### src/rtl/muldiv_arbiter.sv
// Round-robin front end that lets several requesters share one iterative
// RV32M multiply/divide unit, one operation in flight at a time.
module muldiv_arbiter #(
    parameter int p_num_reqs = 2,
    parameter int p_ptr_bits = 1
) (
    input  logic                       clk,
    input  logic                       rst,
    input  logic [p_num_reqs-1:0]      req_val,
    output logic [p_num_reqs-1:0]      req_rdy,
    input  logic [3*p_num_reqs-1:0]    req_op,
    input  logic [32*p_num_reqs-1:0]   req_opa,
    input  logic [32*p_num_reqs-1:0]   req_opb,
    output logic [p_num_reqs-1:0]      resp_val,
    input  logic [p_num_reqs-1:0]      resp_rdy,
    output logic [31:0]                resp_data,
    output logic                       unit_req_val,
    input  logic                       unit_req_rdy,
    output logic [2:0]                 unit_req_op,
    output logic [31:0]                unit_req_opa,
    output logic [31:0]                unit_req_opb,
    input  logic                       unit_resp_val,
    output logic                       unit_resp_rdy,
    input  logic [31:0]                unit_resp_data,
    output logic [p_ptr_bits-1:0]      owner
);

    typedef enum logic [1:0] {
        IDLE,
        ISSUE,
        WAIT,
        RESP
    } state_t;

    state_t                 r_state;
    state_t                 w_state_nxt;
    logic [p_ptr_bits-1:0]  r_prio_ptr;
    logic [p_ptr_bits-1:0]  r_owner;
    logic [2:0]             r_op;
    logic [31:0]            r_opa;
    logic [31:0]            r_opb;
    logic [31:0]            r_result;

    logic                   w_grant_found;
    logic [p_ptr_bits-1:0]  w_grant_idx;
    logic [p_ptr_bits-1:0]  w_grant_next;
    logic [p_num_reqs-1:0]  w_grant_onehot;
    logic                   w_req_fire;

    function automatic int wrapIdx(input int base, input int offset);
        return (base + offset) % p_num_reqs;
    endfunction

    // Scan from the priority pointer upward; the first valid requester wins.
    always_comb begin
        w_grant_found  = 1'b0;
        w_grant_idx    = '0;
        w_grant_next   = '0;
        w_grant_onehot = '0;
        for (int k = 0; k < p_num_reqs; k++) begin
            if (!w_grant_found &&
                req_val[p_ptr_bits'(wrapIdx(int'(r_prio_ptr), k))]) begin
                w_grant_found  = 1'b1;
                w_grant_idx    = p_ptr_bits'(wrapIdx(int'(r_prio_ptr), k));
                w_grant_next   = p_ptr_bits'(wrapIdx(int'(r_prio_ptr), k + 1));
                w_grant_onehot = p_num_reqs'(1) << wrapIdx(int'(r_prio_ptr), k);
            end
        end
    end

    assign w_req_fire = (r_state == IDLE) && !rst && w_grant_found;

    always_comb begin
        w_state_nxt = r_state;
        case (r_state)
            IDLE:    if (w_req_fire)         w_state_nxt = ISSUE;
            ISSUE:   if (unit_req_rdy)       w_state_nxt = WAIT;
            WAIT:    if (unit_resp_val)      w_state_nxt = RESP;
            RESP:    if (resp_rdy[r_owner])  w_state_nxt = IDLE;
            default:                         w_state_nxt = IDLE;
        endcase
    end

    // Handshake outputs are forced low while reset is asserted, even mid-operation.
    always_comb begin
        req_rdy       = w_req_fire ? w_grant_onehot : '0;
        unit_req_val  = !rst && (r_state == ISSUE);
        unit_resp_rdy = !rst && (r_state == WAIT);
        resp_val      = (!rst && (r_state == RESP)) ? (p_num_reqs'(1) << r_owner) : '0;
    end

    assign unit_req_op  = r_op;
    assign unit_req_opa = r_opa;
    assign unit_req_opb = r_opb;
    assign resp_data    = r_result;
    assign owner        = r_owner;

    always_ff @(posedge clk) begin
        if (rst) begin
            r_state    <= IDLE;
            r_prio_ptr <= '0;
            r_owner    <= '0;
            r_op       <= '0;
            r_opa      <= '0;
            r_opb      <= '0;
            r_result   <= '0;
        end else begin
            r_state <= w_state_nxt;
            if (w_req_fire) begin
                r_owner    <= w_grant_idx;
                r_prio_ptr <= w_grant_next;
                r_op       <= req_op[3*int'(w_grant_idx) +: 3];
                r_opa      <= req_opa[32*int'(w_grant_idx) +: 32];
                r_opb      <= req_opb[32*int'(w_grant_idx) +: 32];
            end
            if ((r_state == WAIT) && unit_resp_val) begin
                r_result <= unit_resp_data;
            end
        end
    end

endmodule

### config.mk
export PLATFORM = sky130hd
export DESIGN_NAME = muldiv_arbiter
export DESIGN_NICKNAME = d
export VERILOG_FILES = /design/src/rtl/muldiv_arbiter.sv
export SDC_FILE = /design/constraint.sdc
export NUM_CORES = 1
export LEC_CHECK = 0
export CORE_MARGIN = 3
export CORE_UTILIZATION = 35
export DETAILED_ROUTE_END_ITERATION = 10
export PLACE_DENSITY = 0.79
export SLEW_MARGIN = 10
export SYNTH_ARGS = -nofsm -noshare
export SYNTH_HDL_FRONTEND = slang
export SYNTH_SLANG_ARGS = --single-unit
### constraint.sdc
create_clock -name clk -period 2.25 [get_ports clk]
set_input_delay 0.45 -clock clk [delete_from_list [all_inputs] [get_ports clk]]
set_output_delay 0.45 -clock clk [all_outputs]
set_load 0.01 [all_outputs]
==> summary.txt, run 1 <==
Min path
  – Type of the most critical hold path: reg2reg
  – Cell depth of the worst hold path: 2
  – Worst Hold End: unit_req_opa[15]$_SDFFE_PP0P_
  – Min-Delay Startpoint: unit_req_opa[15]$_SDFFE_PP0P_

STA
  – Sum Neg Setup Slack: 0 ps
  – Number of max-slew violations in the final report: 0
  – RSZ-0062 raised after global routing: no
  – Post-route clock period utilization: 0.958
  – Highest attainable clock frequency: 0.464 GHz
  – Setup-failing EPs final: 0
  – Worst slew slack as a fraction of its limit: 0.763
  – Final Skew: 7.61 ps
  – Final min period: 2160 ps
  – Number of hold-slack violations in the final timing report: 0
  – Least-Margin Pin Slew: 356 ps

Critical path
  – Beginning of the worst register-to-register path: r_state[0]$_SDFFE_PP0P_
  – Worst endpoint required time: 1800 ps
  – Startpoint types: primary input
  – Crit path DAT: about 1700 ps
  – Depth of the worst register-to-register path: 7
  – Worst setup path category: in2out
  – End of the worst register-to-register path: r_state[0]$_SDFFE_PP0P_
  – Critical-path maximum fanout: 7
  – Flop2flop setup slack: 430 ps
  – Kind of end point of the critical path: output port

Place
  – Last weighted congestion value of the routability-driven placer: around 0.84
  – # placed instances: 872
  – HPWL Detailed: roughly 11000 um
  – Placed Instance Area: 7130 um2
  – Buffers on Ports: 278

Finish
  – Filler cell count in the final layout: 896
  – Diodes inserted: 0
  – Share of cells above drive strength 1: 0.0535
  – Post-layout nets: between 900 and 1000
  – Design Area, Final: between 7000 and 8000 um2
  – Final non-filler cell total: between 800 and 900
  – Layout overhead on the synthesized area: 81.1%

Clock tree
  – Clock slew at the register clock pins of the worst setup and hold paths: around 70 ps
  – # hold bufs at CTS: 0
  – Clock Tree Buf Depth: 2
  – Number of CTS-inserted buffers: 9
  – Clk_lat worst skew: about 330 ps
  – Sink count of the clock tree: 103
  – CTS tree: yes
  – Root Buffer: clkbuf_16
  – Count of H-tree levels built during CTS: 3

Die
  – Width of the chip: around 110 um
  – Initial standard-cell utilization of the core: 0.368
  – Area of the die: 13000 um2
  – Core footprint: ~11000 um2
  – Standard-cell rows: 38
  – Die Y-Extent: 114 um
  – Top-level I/O count: 280

Yosys
  – Post-synth design cell area: 4090 um2
  – Number of different library cells in the post-synthesis netlist: 24
  – Cell types occupying the most area after synthesis: dfxtp_1 (50%), mux2i_1 (17%), nand2_1 (12%)
  – Part of the Yosys area used for sequential elements: 0.504
  – Portion of synthesized cell area occupied by the leading cell type: 0.504
  – Post-Synthesis Cells: 467
  – Warnings from Yosys: 0
  – Library cell with the highest instance count after synthesis: nand2_1
  – Synth top cells by count: nand2_1 (135), dfxtp_1 (103), mux2i_1 (68), o21ai_0 (67), a21oi_1 (34)
  – Post-synthesis sequential element count: 103
  – Mean post-synth cell area: roughly 9 um2
  – Primary flip-flop cell chosen by synthesis mapping: dfxtp_1
  – Library cell with the largest summed area after synthesis: dfxtp_1
  – Async SR Flop Fraction: 0
  – Post-synth EDFFs: 0
  – Number of nets produced by synthesis: 646

Pwr
  – P per Cell Area: roughly 840 nW/um2
  – Power, Total: 0.00620 W
  – Leak: 3.13 nW
  – Maximum vdd ir drop: approximately 470 uV

Flow run
  – Max-capacitance violation count: 0

Global routing
  – Remaining Overflow, GRT: 0
  – Initial antenna violation count: 0
  – Wire length of the first global-routing pass: 21400 um
  – Vias in the first global route: 4436
  – Largest net degree at the start of global routing: 41
  – Total routing resource utilization after global routing: 0.204

Route
  – Vias: about 4300
  – Routed Antenna Nets: 0
  – Routed vias/inst: 4.84
  – Final Routed Wirelength: 13800 um
  – Number of design-rule violations left by the first detailed-router iteration: roughly 170
  – Residual DRC: 0
  – Average wire length per cell after detail routing: between 15 and 20 um
  – Number of iterations in the first detailed-routing pass: 4

Run status
  – Outcome: completed
==> layout make-up <==
type / count / area [um2] / area share
Clock buffer: 11 / 233 / 0.0314
Clock inverter: 5 / 33.8 / 0.00456
Inverter: 6 / 22.5 / 0.00304
Multi-Input combinational cell: 326 / 1910 / 0.257
Sequential cell: 103 / 2060 / 0.278
Tap cell: 140 / 175 / 0.0237
Timing Repair Buffer: 297 / 2970 / 0.402
==> where the power goes <==
| group | internal [W] | switching, W | total [W] |
|---|---|---|---|
| registers | 0.00219 | 0.000202 | 0.00239 |
| logic | 0.00133 | 0.00109 | 0.00242 |
| clock network | 0.000751 | 0.000645 | 0.00140 |
==> worst max path at each step <==
stage	startpoint	slack, ps	depth (start not counted)	end
2_1_floorplan	r_state[0]$_SDFFE_PP0P_	480	6	req_rdy[0]
3_3_place_gp	rst	-40	5	req_rdy[1]
3_5_place_dp	rst	-50	5	req_rdy[1]
4_1_cts	rst	30	5	resp_val[1]
5_1_grt	rst	30	4	unit_resp_rdy
6_report	rst	90	4	unit_req_val
==> sequential cells by signal, indices dropped and copies added, names as in the netlist <==
name	cells
r_state	2
unit_req_op	3
resp_data	32
unit_req_opa	32
unit_req_opb	32
owner	1
r_prio_ptr	1
==> metrics by stage <==
step,setup WS (ps),utilization,hold WS [ps]
2_1_floorplan,480,-,481
3_3_place_gp,-44.1,0.640,434
3_5_place_dp,-48.3,0.640,444
4_1_cts,25.8,0.664,455
5_1_grt,30.4,0.666,480
6_report,94.0,0.666,453
==> metal layers <==
metal	up-vias	routed length (um)	global-route usage	part of all wire
li1	2119	-	-	-
met1	1962	5150	0.223	0.37
met2	187	7090	0.371	0.51
met3	26	1140	0.0587	0.083
met4	0	427	0.0831	0.031
met5	-	0	0	0
==> placed cells by master, fill, tap and decap left out, types with 2 or more instances in the layout <==
cell / Yosys / final
dlygate4sd2_1: 0 / 3
o21ai_0: 67 / 67
inv_2: 0 / 2
clkbuf_16: 0 / 9
clkbuf_1: 20 / 2
clkdlybuf4s50_1: 0 / 274
ha_1: 5 / 3
a21oi_1: 34 / 33
clkinv_2: 0 / 2
mux2i_1: 68 / 68
inv_1: 6 / 4
buf_12: 0 / 4
nor2b_1: 2 / 2
nand2_1: 135 / 134
buf_4: 3 / 15
nor2_1: 4 / 4
dfxtp_1: 103 / 103
clkinvlp_4: 0 / 2
==> timing repair <==
action                                  in CTS  in global routing
setup buffers                                0                  0
pin swaps                                    0                  0
gates resized for setup                      4                  5
endpoints found under the setup margin       4                  3
==> worst max-delay path: stages <==
cell	delay [ps]
clkdlybuf4s50_1	420
buf_4	170
nor2b_1	120
clkdlybuf4s50_1	550
==> cells by family after synthesis <==
family                   share of synthesized area
adder cells (fa/ha/maj)                     0.0153
AND/OR/NAND/NOR                              0.138
flip-flops                                   0.504
multiplexers                                 0.166
AO/OA/AOI/OAI                                0.134
XOR/XNOR                                   0.00214
buffers and inverters                       0.0395
(Power assumes the default switching activity.)
==> inputs of run 2 (changes only) <==
Settings changed: CORE_AREA from default to 3 3 109 111, CORE_MARGIN 3 to default, CORE_UTILIZATION 35 to default, CTS_CLUSTER_SIZE from default to 30, DIE_AREA from default to 0 0 112 114, DONT_BUFFER_PORTS from default to 1, PLACE_DENSITY 0.79 to 0.5.
==> summary.txt, run 2 (synthesized netlist as in run 1, its figures left out) <==
Run status
  – Outcome: completed (unchanged)

STA
  – Sum Neg Setup Slack: 0 ps (unchanged)
  – Least-Margin Pin Slew: 551 ps (was 356 ps)
  – RSZ-0062 raised after global routing: no (unchanged)
  – Number of max-slew violations in the final report: 0 (unchanged)
  – Highest attainable clock frequency: 0.506 GHz (was 0.464 GHz)
  – Number of hold-slack violations in the final timing report: 0 (unchanged)
  – Post-route clock period utilization: 0.877 (was 0.958)
  – Worst slew slack as a fraction of its limit: 0.633 (was 0.763)
  – Final min period: 1970 ps (was 2160 ps)
  – Final Skew: 12.7 ps (was 7.61 ps)
  – Setup-failing EPs final: 0 (unchanged)

Route
  – Routed vias/inst: 5.15 (was 4.84)
  – Final Routed Wirelength: 10700 um (was 13800 um)
  – Average wire length per cell after detail routing: 17.8 um (was 15.5 um)
  – Number of iterations in the first detailed-routing pass: 4 (unchanged)
  – Residual DRC: 0 (unchanged)
  – Routed Antenna Nets: 0 (unchanged)
  – Vias: 3099 (was 4294)
  – Number of design-rule violations left by the first detailed-router iteration: 233 (was 174)

Global routing
  – Wire length of the first global-routing pass: 15900 um (was 21400 um)
  – Initial antenna violation count: 0 (unchanged)
  – Vias in the first global route: 3006 (was 4436)
  – Remaining Overflow, GRT: 0 (unchanged)
  – Largest net degree at the start of global routing: 48 (was 41)
  – Total routing resource utilization after global routing: 0.155 (was 0.204)

Clock tree
  – Root Buffer: clkbuf_8 (was clkbuf_16)
  – Count of H-tree levels built during CTS: 3 (unchanged)
  – CTS tree: yes (unchanged)
  – Resized cells post-CTS: 0 (was 4)
  – Number of CTS-inserted buffers: 9 (unchanged)
  – Clock Tree Buf Depth: 2 (unchanged)
  – Number of buffers added for setup after CTS: 0 (unchanged)
  – Clk_lat worst skew: 350 ps (was 330 ps)
  – # hold bufs at CTS: 0 (unchanged)
  – Clock slew at the register clock pins of the worst setup and hold paths: 100 ps (was 70 ps)
  – Sink count of the clock tree: 103 (unchanged)

Flow run
  – Max-capacitance violation count: 0 (unchanged)

Pwr
  – Internal power component: 0.00305 W (was 0.00426 W)
  – Power spent charging and discharging nets: 0.00171 W (was 0.00194 W)
  – Combinational power share: 0.227 (was 0.390)
  – Leak: 1.97 nW (was 3.13 nW)
  – Share of total power in the clock network: 0.223 (was 0.225)
  – Maximum vdd ir drop: 351 uV (was 474 uV)
  – Register share of total power: 0.550 (was 0.385)
  – Sw Share: 0.360 (was 0.313)
  – P per Cell Area: 1080 nW/um2 (was 837 nW/um2)

Min path
  – Min-Delay Startpoint: rst (was unit_req_opa[15]$_SDFFE_PP0P_)
  – Type of the most critical hold path: in2reg (was reg2reg)
  – Cell depth of the worst hold path: 1 (was 2)
  – Worst Hold End: resp_data[25]$_SDFFE_PP0P_ (was unit_req_opa[15]$_SDFFE_PP0P_)

Die
  – Initial standard-cell utilization of the core: 0.376 (was 0.368)
  – Standard-cell rows: 38 (unchanged)
  – Top-level I/O count: 280 (unchanged)
  – Core footprint: 10900 um2 (was 11100 um2)
  – Area of the die: 12800 um2 (was 13000 um2)
  – Width of the chip: 112 um (was 114 um)
  – Die Y-Extent: 114 um (about the same)

Place
  – Last weighted congestion value of the routability-driven placer: 0.775 (was 0.839)
  – Buffers on Ports: 0 (was 278)
  – # placed instances: 586 (was 872)
  – HPWL Detailed: 8060 um (was 11000 um)

Finish
  – Commonest cells after routing, fill and taps aside: nand2_1 (134), dfxtp_1 (103), mux2i_1 (68) (was clkdlybuf4s50_1 (274), nand2_1 (134), dfxtp_1 (103))
  – Final non-filler cell total: 602 (was 888)
  – Diodes inserted: 0 (unchanged)
  – Most common library cell in the layout ignoring fill and taps: nand2_1 (was clkdlybuf4s50_1)
  – Filler cell count in the final layout: 1141 (was 896)
  – Share of cells above drive strength 1: 0.0606 (was 0.0535)
  – Multi-input logic area: 1890 um2 (was 1910 um2)
  – Register cell area after layout: 2060 um2 (unchanged)
  – Layout overhead on the synthesized area: 8.05% (was 81.1%)
  – Post-layout nets: 636 (was 922)

Critical path
  – Critical-path maximum fanout: 4 (was 7)
  – Worst endpoint required time: 1800 ps (about the same)
  – End of the worst register-to-register path: r_state[1]$_SDFFE_PP0P_ (was r_state[0]$_SDFFE_PP0P_)
  – Kind of end point of the critical path: output port (unchanged)
  – Flop2flop setup slack: 440 ps (was 430 ps)
  – Beginning of the worst register-to-register path: r_state[0]$_SDFFE_PP0P_ (unchanged)
  – Worst setup path category: reg2out (was in2out)
  – Startpoint of the most critical setup path: r_state[1]$_SDFFE_PP0P_ (was rst)
  – Startpoint types: register (was primary input)
  – Depth of the worst register-to-register path: 5 (was 7)
  – Crit path DAT: 1520 ps (was 1710 ps)
==> run 2: cell types whose count changed in the layout (fill, tap and decap cells not counted), sizes merged <==
| cell | change |
|---|---|
| clkdlybuf4s50 | -274 |
| buf | -8 |
| dlygate4sd2 | -3 |
| clkinvlp | -1 |
| dlymetal6s2s | -1 |
| inv | +1 |
==> run 2: power groups by stage <==
stage,sequential (W),clock [W],combinational (W)
2_1_floorplan,0.00256,0,0.000882
3_3_place_gp,0.00267,0,0.00107
3_5_place_dp,0.00267,0,0.00111
4_1_cts,0.00263,0.00112,0.00110
5_1_grt,0.00266,0.00120,0.00124
6_report,0.00262,0.00106,0.00108
==> run 2: layer usage <==
layer / part of all wire / GRT usage / vias up / wire length [um]
li1: - / - / 1539 / -
met1: 0.38 / 0.180 / 1366 / 4070
met2: 0.50 / 0.264 / 179 / 5340
met3: 0.10 / 0.0610 / 15 / 1080
met4: 0.021 / 0.0513 / 0 / 228
met5: 0 / 0 / - / 0
==> run 2: metrics by stage <==
step / setup WS [ps] / cell area (um2) / power (W) / util / hold slack [ps]
6_report: 276 / 4420 / 0.00476 / 0.406 / 155
5_1_grt: 152 / 4420 / 0.00510 / 0.406 / 112
4_1_cts: 224 / 4420 / 0.00485 / 0.406 / 118
3_5_place_dp: 469 / 4250 / 0.00378 / 0.390 / 489
3_3_place_gp: 507 / 4250 / 0.00374 / 0.390 / 485
2_1_floorplan: 480 / 4090 / 0.00344 / - / 481
==> run 2: how the worst max path moves through the flow <==
stage / end / slack (ps) / depth (start not counted)
after floorplan: req_rdy[0] / 480 / 6
after global placement: r_state[1]$_SDFFE_PP0P_ / 510 / 5
after detailed placement: r_state[1]$_SDFFE_PP0P_ / 470 / 5
after CTS: req_rdy[1] / 220 / 5
after global routing: req_rdy[1] / 150 / 5
final: req_rdy[1] / 280 / 5
==> run 2: worst max-delay path: stages, from the launching register on <==
cell and delay, ps:
dfxtp_1 340, inv_1 120, ha_1 300, nand3_2 140, nor2_1 140, buf_4 150
==> run 2: cell type report <==
type / instances / area share
inverter: 6 / 0.00510
clock buffer: 11 / 0.0297
timing repair buffer: 11 / 0.0215
clock inverter: 5 / 0.00963
sequential: 103 / 0.467
tap: 140 / 0.0396
multi-input combinational: 326 / 0.428
